[config.mk]
export PLATFORM = sky130hd
export DESIGN_NAME = execute_stage_mext_flat
export DESIGN_NICKNAME = d
export VERILOG_FILES = /design/src/rtl/execute_stage_mext_pkg.sv /design/src/rtl/execute_stage_mext_if.sv /design/src/rtl/execute_stage_mext_mdu_iterative.sv /design/src/rtl/execute_stage_mext.sv /design/src/flat_wrapper.sv
export SDC_FILE = /design/constraint.sdc
export NUM_CORES = 2
export LEC_CHECK = 0
export BUFFER_PORTS_ARGS = -buffer_cell sky130_fd_sc_hd__buf_2
export CAP_MARGIN = 20
export CELL_PAD_IN_SITES_DETAIL_PLACEMENT = 0
export CELL_PAD_IN_SITES_GLOBAL_PLACEMENT = 1
export CORE_MARGIN = 3
export CORE_UTILIZATION = 23
export CTS_BUF_LIST = sky130_fd_sc_hd__clkbuf_4
export DETAILED_ROUTE_END_ITERATION = 8
export PLACE_DENSITY = 0.5
export SYNTH_ARGS = -nofsm -noshare
export SYNTH_HDL_FRONTEND = slang
export SYNTH_SLANG_ARGS = --single-unit
[constraint.sdc]
create_clock -name clk -period 5.58 [get_ports clk]
set_clock_uncertainty 0.2 [all_clocks]
set_input_delay 0.279 -clock clk [delete_from_list [all_inputs] [get_ports clk]]
set_output_delay 0.279 -clock clk [all_outputs]
set_load 0.03 [all_outputs]
[src/rtl/execute_stage_mext_pkg.sv]
// Shared types for the RV32IM execute stage: control word, ALU/MDU opcodes,
// forwarding selects and operand-signedness helpers for the M extension.
package execute_stage_mext_pkg;

  localparam int XLEN_DEFAULT = 32;

  typedef enum logic [3:0] {
    ALU_ADD  = 4'd0,
    ALU_SUB  = 4'd1,
    ALU_AND  = 4'd2,
    ALU_OR   = 4'd3,
    ALU_XOR  = 4'd4,
    ALU_SLL  = 4'd5,
    ALU_SRL  = 4'd6,
    ALU_SRA  = 4'd7,
    ALU_SLT  = 4'd8,
    ALU_SLTU = 4'd9
  } alu_op_t;

  // Encoded as the RISC-V funct3 of the M-extension instructions.
  typedef enum logic [2:0] {
    MDU_MUL    = 3'd0,
    MDU_MULH   = 3'd1,
    MDU_MULHSU = 3'd2,
    MDU_MULHU  = 3'd3,
    MDU_DIV    = 3'd4,
    MDU_DIVU   = 3'd5,
    MDU_REM    = 3'd6,
    MDU_REMU   = 3'd7
  } mdu_op_t;

  typedef enum logic [1:0] {
    FWD_RF     = 2'd0,
    FWD_EX_MEM = 2'd1,
    FWD_MEM_WB = 2'd2,
    FWD_RF_ALT = 2'd3
  } fwd_sel_t;

  typedef struct packed {
    logic    alu_src;
    alu_op_t alu_op;
    mdu_op_t mdu_op;
    logic    is_mdu;
    logic    reg_write;
    logic    mem_read;
    logic    mem_write;
  } control_type;

  function automatic logic mdu_is_div(input mdu_op_t op);
    return op inside {MDU_DIV, MDU_DIVU, MDU_REM, MDU_REMU};
  endfunction

  function automatic logic mdu_a_signed(input mdu_op_t op);
    return op inside {MDU_MULH, MDU_MULHSU, MDU_DIV, MDU_REM};
  endfunction

  function automatic logic mdu_b_signed(input mdu_op_t op);
    return op inside {MDU_MULH, MDU_DIV, MDU_REM};
  endfunction

endpackage

[src/rtl/execute_stage_mext_if.sv]
// Bundle of ID/EX inputs, forwarding sources and EX/MEM-facing results of the
// execute stage; slave is the stage itself, master is whoever drives it.
interface execute_stage_mext_if
  import execute_stage_mext_pkg::*;
#(
  parameter int XLEN = XLEN_DEFAULT
);
  logic            valid_in;
  logic            flush;
  control_type     control_in;
  logic [XLEN-1:0] data1;
  logic [XLEN-1:0] data2;
  logic [XLEN-1:0] immediate_data;
  fwd_sel_t        fwd_a_sel;
  fwd_sel_t        fwd_b_sel;
  logic [XLEN-1:0] ex_mem_data;
  logic [XLEN-1:0] mem_wb_data;
  control_type     control_out;
  logic            valid_out;
  logic            stall_out;
  logic            zero_flag;
  logic [XLEN-1:0] alu_data;
  logic [XLEN-1:0] memory_data;
  logic            illegal_op;

  modport master (
    output valid_in, flush, control_in, data1, data2, immediate_data,
           fwd_a_sel, fwd_b_sel, ex_mem_data, mem_wb_data,
    input  control_out, valid_out, stall_out, zero_flag, alu_data,
           memory_data, illegal_op
  );

  modport slave (
    input  valid_in, flush, control_in, data1, data2, immediate_data,
           fwd_a_sel, fwd_b_sel, ex_mem_data, mem_wb_data,
    output control_out, valid_out, stall_out, zero_flag, alu_data,
           memory_data, illegal_op
  );
endinterface

[src/rtl/execute_stage_mext_mdu_iterative.sv]
// Radix-2 iterative multiply/divide unit: shift-add multiply and restoring
// divide on operand magnitudes, with sign fix-up applied on the DONE cycle.
module mdu_iterative
  import execute_stage_mext_pkg::*;
#(
  parameter int XLEN      = XLEN_DEFAULT,
  parameter bit DIV0_FAST = 1'b1
) (
  input  logic            clk,
  input  logic            rst,
  input  logic            start,
  input  logic            flush,
  input  mdu_op_t         op,
  input  logic [XLEN-1:0] a,
  input  logic [XLEN-1:0] b,
  output logic            idle,
  output logic            busy,
  output logic            done,
  output logic [XLEN-1:0] result
);

  localparam int CW = $clog2(XLEN);
  localparam logic [1:0] S_IDLE = 2'd0;
  localparam logic [1:0] S_BUSY = 2'd1;
  localparam logic [1:0] S_DONE = 2'd2;

  logic [1:0]        state_q, state_d;
  logic [CW-1:0]     count_q, count_d;
  mdu_op_t           op_q, op_d;
  logic [XLEN-1:0]   a_q, a_d;
  logic [XLEN-1:0]   opnd_q, opnd_d;
  logic [2*XLEN-1:0] acc_q, acc_d;
  logic              neg_q, neg_d;
  logic              rem_neg_q, rem_neg_d;
  logic              div0_q, div0_d;

  logic              a_sgn, b_sgn, issue_div, issue_div0;
  logic [XLEN-1:0]   a_mag, b_mag;
  logic [XLEN:0]     mul_sum, div_shift, div_diff;
  logic              div_ge;
  logic [2*XLEN-1:0] mul_next, div_next, prod;
  logic [XLEN-1:0]   quo, rem;

  assign a_sgn      = mdu_a_signed(op) & a[XLEN-1];
  assign b_sgn      = mdu_b_signed(op) & b[XLEN-1];
  assign a_mag      = a_sgn ? -a : a;
  assign b_mag      = b_sgn ? -b : b;
  assign issue_div  = mdu_is_div(op);
  assign issue_div0 = issue_div & (b == '0);

  // acc holds {hi, lo}: product bits for multiply, {remainder, quotient} for divide.
  assign mul_sum   = {1'b0, acc_q[2*XLEN-1:XLEN]} + (acc_q[0] ? {1'b0, opnd_q} : '0);
  assign mul_next  = {mul_sum, acc_q[XLEN-1:1]};
  assign div_shift = {acc_q[2*XLEN-1:XLEN], acc_q[XLEN-1]};
  assign div_diff  = div_shift - {1'b0, opnd_q};
  assign div_ge    = (div_shift >= {1'b0, opnd_q});
  assign div_next  = {(div_ge ? div_diff[XLEN-1:0] : div_shift[XLEN-1:0]),
                      acc_q[XLEN-2:0], div_ge};

  always_comb begin
    state_d   = state_q;
    count_d   = count_q;
    op_d      = op_q;
    a_d       = a_q;
    opnd_d    = opnd_q;
    acc_d     = acc_q;
    neg_d     = neg_q;
    rem_neg_d = rem_neg_q;
    div0_d    = div0_q;
    case (state_q)
      S_IDLE: begin
        if (start) begin
          state_d   = S_BUSY;
          op_d      = op;
          a_d       = a;
          neg_d     = a_sgn ^ b_sgn;
          rem_neg_d = a_sgn;
          div0_d    = issue_div0;
          count_d   = (DIV0_FAST && issue_div0) ? '0 : CW'(XLEN - 1);
          opnd_d    = issue_div ? b_mag : a_mag;
          acc_d     = {{XLEN{1'b0}}, (issue_div ? a_mag : b_mag)};
        end
      end
      S_BUSY: begin
        acc_d   = mdu_is_div(op_q) ? div_next : mul_next;
        count_d = count_q - 1'b1;
        if (flush)               state_d = S_IDLE;
        else if (count_q == '0)  state_d = S_DONE;
      end
      default: state_d = S_IDLE;
    endcase
  end

  always_ff @(posedge clk or posedge rst) begin
    if (rst) begin
      state_q   <= S_IDLE;
      count_q   <= '0;
      op_q      <= MDU_MUL;
      a_q       <= '0;
      opnd_q    <= '0;
      acc_q     <= '0;
      neg_q     <= 1'b0;
      rem_neg_q <= 1'b0;
      div0_q    <= 1'b0;
    end else begin
      state_q   <= state_d;
      count_q   <= count_d;
      op_q      <= op_d;
      a_q       <= a_d;
      opnd_q    <= opnd_d;
      acc_q     <= acc_d;
      neg_q     <= neg_d;
      rem_neg_q <= rem_neg_d;
      div0_q    <= div0_d;
    end
  end

  assign prod = neg_q ? -acc_q : acc_q;
  assign quo  = acc_q[XLEN-1:0];
  assign rem  = acc_q[2*XLEN-1:XLEN];

  // Divide-by-zero bypasses the datapath; signed overflow falls out of the magnitudes.
  always_comb begin
    result = '0;
    case (op_q)
      MDU_MUL:                        result = acc_q[XLEN-1:0];
      MDU_MULH, MDU_MULHSU, MDU_MULHU: result = prod[2*XLEN-1:XLEN];
      MDU_DIV, MDU_DIVU:              result = div0_q ? '1 : (neg_q ? -quo : quo);
      default:                        result = div0_q ? a_q : (rem_neg_q ? -rem : rem);
    endcase
  end

  assign idle = (state_q == S_IDLE);
  assign busy = (state_q == S_BUSY);
  assign done = (state_q == S_DONE);

endmodule

[src/rtl/execute_stage_mext.sv]
// RV32IM execute stage: operand forwarding, single-cycle ALU and an optional
// iterative MDU whose busy period stalls the upstream pipeline.
module execute_stage_mext
  import execute_stage_mext_pkg::*;
#(
  parameter int XLEN      = XLEN_DEFAULT,
  parameter bit MDU_EN    = 1'b1,
  parameter bit DIV0_FAST = 1'b1
) (
  input logic                 clk,
  input logic                 rst,
  execute_stage_mext_if.slave ex
);

  localparam int SHW = $clog2(XLEN);

  logic [XLEN-1:0] fwd_a, fwd_b, right_operand, alu_res, mdu_result;
  logic            mdu_idle, mdu_busy, mdu_done, mdu_start, m_op;

  always_comb begin
    case (ex.fwd_a_sel)
      FWD_EX_MEM: fwd_a = ex.ex_mem_data;
      FWD_MEM_WB: fwd_a = ex.mem_wb_data;
      default:    fwd_a = ex.data1;
    endcase
    case (ex.fwd_b_sel)
      FWD_EX_MEM: fwd_b = ex.ex_mem_data;
      FWD_MEM_WB: fwd_b = ex.mem_wb_data;
      default:    fwd_b = ex.data2;
    endcase
  end

  assign right_operand = ex.control_in.alu_src ? ex.immediate_data : fwd_b;

  always_comb begin
    case (ex.control_in.alu_op)
      ALU_SUB:  alu_res = fwd_a - right_operand;
      ALU_AND:  alu_res = fwd_a & right_operand;
      ALU_OR:   alu_res = fwd_a | right_operand;
      ALU_XOR:  alu_res = fwd_a ^ right_operand;
      ALU_SLL:  alu_res = fwd_a << right_operand[SHW-1:0];
      ALU_SRL:  alu_res = fwd_a >> right_operand[SHW-1:0];
      ALU_SRA:  alu_res = $unsigned($signed(fwd_a) >>> right_operand[SHW-1:0]);
      ALU_SLT:  alu_res = {{(XLEN-1){1'b0}}, ($signed(fwd_a) < $signed(right_operand))};
      ALU_SLTU: alu_res = {{(XLEN-1){1'b0}}, (fwd_a < right_operand)};
      default:  alu_res = fwd_a + right_operand;
    endcase
  end

  generate
    if (MDU_EN) begin : g_mdu
      // Reset also masks the issue request so stall_out drops with rst, not at an edge.
      assign mdu_start = ex.valid_in & ex.control_in.is_mdu & ~ex.flush & ~rst;
      mdu_iterative #(
        .XLEN      (XLEN),
        .DIV0_FAST (DIV0_FAST)
      ) u_mdu (
        .clk    (clk),
        .rst    (rst),
        .start  (mdu_start),
        .flush  (ex.flush),
        .op     (ex.control_in.mdu_op),
        .a      (fwd_a),
        .b      (fwd_b),
        .idle   (mdu_idle),
        .busy   (mdu_busy),
        .done   (mdu_done),
        .result (mdu_result)
      );
    end else begin : g_no_mdu
      assign mdu_start  = 1'b0;
      assign mdu_idle   = 1'b1;
      assign mdu_busy   = 1'b0;
      assign mdu_done   = 1'b0;
      assign mdu_result = '0;
    end
  endgenerate

  assign m_op           = ex.control_in.is_mdu;
  assign ex.stall_out   = (mdu_start & mdu_idle) | mdu_busy;
  assign ex.valid_out   = mdu_done ? ~ex.flush
                        : (mdu_idle & ex.valid_in & ~ex.flush & (~m_op | ~MDU_EN));
  assign ex.illegal_op  = ~MDU_EN & ex.valid_in & ~ex.flush & m_op;
  assign ex.alu_data    = mdu_done ? mdu_result : (m_op ? '0 : alu_res);
  assign ex.zero_flag   = ex.valid_out & ~mdu_done & ~m_op & (alu_res == '0);
  assign ex.memory_data = fwd_b;
  assign ex.control_out = ex.valid_out ? ex.control_in : '0;

endmodule

[src/flat_wrapper.sv]
// flat-port wrapper written by rule: the top's interface ports become plain ports
module execute_stage_mext_flat import execute_stage_mext_pkg::*;
#(
  parameter int XLEN      = XLEN_DEFAULT,
  parameter bit MDU_EN    = 1'b1,
  parameter bit DIV0_FAST = 1'b1
)
  (clk, rst, ex_valid_in, ex_flush, ex_control_in, ex_data1, ex_data2, ex_immediate_data, ex_fwd_a_sel, ex_fwd_b_sel, ex_ex_mem_data, ex_mem_wb_data, ex_control_out, ex_valid_out, ex_stall_out, ex_zero_flag, ex_alu_data, ex_memory_data, ex_illegal_op);
  execute_stage_mext_if #(.XLEN(XLEN)) ex_i ();
  input logic clk;
  input logic rst;
  input wire logic [$bits(ex_i.valid_in)-1:0] ex_valid_in;
  input wire logic [$bits(ex_i.flush)-1:0] ex_flush;
  input wire logic [$bits(ex_i.control_in)-1:0] ex_control_in;
  input wire logic [$bits(ex_i.data1)-1:0] ex_data1;
  input wire logic [$bits(ex_i.data2)-1:0] ex_data2;
  input wire logic [$bits(ex_i.immediate_data)-1:0] ex_immediate_data;
  input wire logic [$bits(ex_i.fwd_a_sel)-1:0] ex_fwd_a_sel;
  input wire logic [$bits(ex_i.fwd_b_sel)-1:0] ex_fwd_b_sel;
  input wire logic [$bits(ex_i.ex_mem_data)-1:0] ex_ex_mem_data;
  input wire logic [$bits(ex_i.mem_wb_data)-1:0] ex_mem_wb_data;
  output wire logic [$bits(ex_i.control_out)-1:0] ex_control_out;
  output wire logic [$bits(ex_i.valid_out)-1:0] ex_valid_out;
  output wire logic [$bits(ex_i.stall_out)-1:0] ex_stall_out;
  output wire logic [$bits(ex_i.zero_flag)-1:0] ex_zero_flag;
  output wire logic [$bits(ex_i.alu_data)-1:0] ex_alu_data;
  output wire logic [$bits(ex_i.memory_data)-1:0] ex_memory_data;
  output wire logic [$bits(ex_i.illegal_op)-1:0] ex_illegal_op;
  assign ex_i.valid_in = ex_valid_in;
  assign ex_i.flush = ex_flush;
  assign ex_i.control_in = ex_control_in;
  assign ex_i.data1 = ex_data1;
  assign ex_i.data2 = ex_data2;
  assign ex_i.immediate_data = ex_immediate_data;
  assign ex_i.fwd_a_sel = ex_fwd_a_sel;
  assign ex_i.fwd_b_sel = ex_fwd_b_sel;
  assign ex_i.ex_mem_data = ex_ex_mem_data;
  assign ex_i.mem_wb_data = ex_mem_wb_data;
  assign ex_control_out = ex_i.control_out;
  assign ex_valid_out = ex_i.valid_out;
  assign ex_stall_out = ex_i.stall_out;
  assign ex_zero_flag = ex_i.zero_flag;
  assign ex_alu_data = ex_i.alu_data;
  assign ex_memory_data = ex_i.memory_data;
  assign ex_illegal_op = ex_i.illegal_op;
  execute_stage_mext #(.XLEN(XLEN), .MDU_EN(MDU_EN), .DIV0_FAST(DIV0_FAST)) u_core (.clk(clk), .rst(rst), .ex(ex_i));
endmodule
==> flow_metrics.tcl <==
set metrics [dict create \
    finalCriticalPeriod_ns 5.92 \
    synthTopCellsByArea "dfrtp_1, ha_1, o21ai_0" \
    nets 4797 \
    synth.cell_area_sq_um 25300 \
    cts_buffers 17 \
    cts_max_level 4 \
    yosysSeqAreaShare_pct 14.0 \
    ir_worst_vdd_mv 0.197 \
    syn_inst 3689 \
    final_cells 5860 \
    r2r_slack_ns 0.66 \
    avgSynthCellArea_sq_um 6.85 \
    firstDrtPassIters 8 \
    synth_warnings 0 \
    synth-compound-area-share_pct 37.1 \
    tightestPinTransition_ns 1.25 \
    grt-ovfl-total 0 \
    cts_max_path_buffers 2 \
    yosys.cell_types.count 95 \
    timing.setup.tns_ns -0.472 \
    leakage_uw 0.0155 \
    portBuffers 258 \
    hp-start "ex_data1[17]" \
    finalSetupViolations 4 \
    critPathSlowestCell "nor4b_4" \
    drc 0 \
    floorplan.die_area_sq_um 114000 \
    antenna_found_initial 19 \
    synth-adder-area-share_pct 8.78 \
    synth-xor-area-share_pct 6.72 \
    slowest_delay_ns 0.32 \
    cts.clk_slew.worst_paths_ns 0.12 \
    reg2reg_from "u_core.g_mdu.u_mdu.acc_q[0]$_DFFE_PP0P_" \
    p_total_uw 12400 \
    clock-sinks 141 \
    dr_total_vias 32647 \
    wl_um 172000 \
    min_delay_path_depth 5 \
    min_to "u_core.g_mdu.u_mdu.a_q[17]$_DFFE_PP0P_" \
    crit_required_ns 5.10 \
    final_common_cell "buf_4" \
    drv_slew 0 \
    hold_viol 0 \
    path_common_cell "buf_4" \
    cts-root-buf "clkbuf_4" \
    cp.arrival_ns 5.45 \
    setup_slack_ns -0.344 \
    cap_violations 0 \
    worstSetupPathType "in -> out" \
    dpl.hpwl_um 142000 \
    cp-start-kind "input pin" \
    synth_edf_count 0 \
    grt_pass1_wl_um 238000 \
    relSlewSlack_pct 16.6 \
    first_global_vias 31433 \
    whs_ns 0.0696 \
    drive_gt1_share_pct 27.9 \
    placed_cells 5780 \
    vias_per_cell 5.57 \
    start_util_pct 23.4 \
    muxShareOfSynthArea_pct 5.16 \
    violations "setup timing" \
    ioPinCount 260 \
    synth-simple-area-share_pct 20.2 \
    power_density_nw_per_um2 359 \
    avgRoutedWirePerCell_um 29.3 \
    std_cell_rows 120 \
    drt_iter0_drc 3315 \
    cts_tree "done" \
    synth_top_family_by_area "compound AO/OA/AOI/OAI gates" \
    die_w_um 337 \
    r2r-end "u_core.g_mdu.u_mdu.acc_q[62]$_DFFE_PP0P_" \
    netlist.area_leader.share_pct 14.0 \
    synth_fp_nets 4044 \
    fillers 12077 \
    final_cell_mix "buf_4, nand2_1, o21ai_0, nor2_1, a21oi_1" \
    holdCritPathClass "in -> reg" \
    core_sq_um 108000 \
    track_usage_pct 29.2 \
    worstRegToRegCells 17 \
    synth-async-reset-ratio_pct 100 \
    status "finished, violations left" \
    final_util_pct 31.9 \
    grt_max_degree 79 \
    crit_path_max_fanout 12 \
    ys_ff_latch 141 \
    ant_nets 0 \
    endpoint_kind "output pin" \
    area_growth_pct 36.3 \
    fmax_mhz 169 \
    die_h_um 337 \
    period_share_pct 106 \
    insertion_delay_ns 0.75 \
    rsz0062_at_grt "true" \
    synth_largest_area_cell "dfrtp_1" \
    place_congestion 1.03 \
    synth_flop_cell "dfrtp_1" \
]
[critical path: cells and delay by family]
| kind | cells | cell delay (ns) |
|---|---|---|
| AOI/OAI and AO/OA | 9 | 1.72 |
| buffers and inverters | 10 | 1.49 |
| and+or+nand+nor | 6 | 1.48 |
| adders and majority gates | 2 | 0.46 |
[cell type report]
cell class                 instances  area (sq um)  area share, %
clock buffer                      20           150          0.436
inverter                         212           803           2.33
tap                             1403          1760           5.10
clock inverter                    12           114          0.331
antenna                            2          5.00         0.0145
timing repair buffer            1028          7440           21.6
multi-input combinational       3042         20600           59.9
sequential                       141          3540           10.3
[registers in the layout (all words and copies together), names as in the netlist]
register,flops
u_core.g_mdu.u_mdu.a_q,32
u_core.g_mdu.u_mdu.acc_q,64
u_core.g_mdu.u_mdu.count_q,5
u_core.g_mdu.u_mdu.div0_q,1
u_core.g_mdu.u_mdu.neg_q,1
u_core.g_mdu.u_mdu.op_q,3
u_core.g_mdu.u_mdu.opnd_q,32
u_core.g_mdu.u_mdu.rem_neg_q,1
u_core.g_mdu.u_mdu.state_q,2
[worst max path at each step]
stage | from | slack (ns) | depth (start not counted) | endpoint
2_1_floorplan | ex_fwd_b_sel[0] | -0.16 | 23 | ex_zero_flag
3_3_place_gp | ex_fwd_b_sel[0] | -0.95 | 24 | ex_zero_flag
3_5_place_dp | ex_fwd_b_sel[0] | -0.83 | 24 | ex_zero_flag
4_1_cts | ex_fwd_b_sel[0] | -0.27 | 24 | ex_zero_flag
5_1_grt | ex_fwd_b_sel[0] | -0.54 | 24 | ex_zero_flag
6_report | ex_fwd_b_sel[0] | -0.34 | 27 | ex_zero_flag
[cell usage after synthesis (all sizes together) (61+ instances only)]
cell type / count
a21oi: 272
a22oi: 64
a31oi: 62
clkbuf: 236
dfrtp: 141
ha: 171
inv: 202
mux2i: 118
nand2: 428
nand3: 61
nor2: 292
nor3: 71
o211ai: 101
o21ai: 381
o22ai: 64
xnor2: 132
xor2: 62
[per-layer routing]
layer | up-vias | track usage (%) | routed length, um
met5 | - | 0 | 41
met2 | 1367 | 48.0 | 78400
met1 | 15914 | 37.6 | 72600
met4 | 6 | 16.0 | 11500
met3 | 299 | 2.89 | 9170
li1 | 15061 | - | -
[through the flow]
step | area (sq um) | worst slack [ns]
6_report | 34400 | -0.344
5_1_grt | 34400 | -0.537
4_1_cts | 34100 | -0.272
3_5_place_dp | 32800 | -0.825
3_3_place_gp | 32800 | -0.951
2_1_floorplan | 25300 | -0.164
[cell families (layout without fill, tap and decap cells)]
logic type,after synthesis,in the layout
xor gates and xnor gates,194,194
adders and majority gates,175,175
buffers and inverters,506,1272
muxes,129,129
AOI/OAI and AO/OA,1424,1424
and+or+nand+nor,1119,1119
other,1,3
DFF,141,141
[power by group]
group          leakage (uW)  switching [uW]  total (uW)  internal [uW]
registers           0.00174             659        2010           1350
logic                0.0136            5780        9610           3830
clock network      0.000148             508         748            240
[timing repair]
item,in CTS,in global routing
gates cloned,1,0
endpoints found under the setup margin,25,19
pin swaps,47,17
gates resized for setup,155,64
buffers inserted,18,8
hold endpoints to repair,107,0
hold buffers,20,0
(Power assumes the default switching activity.)
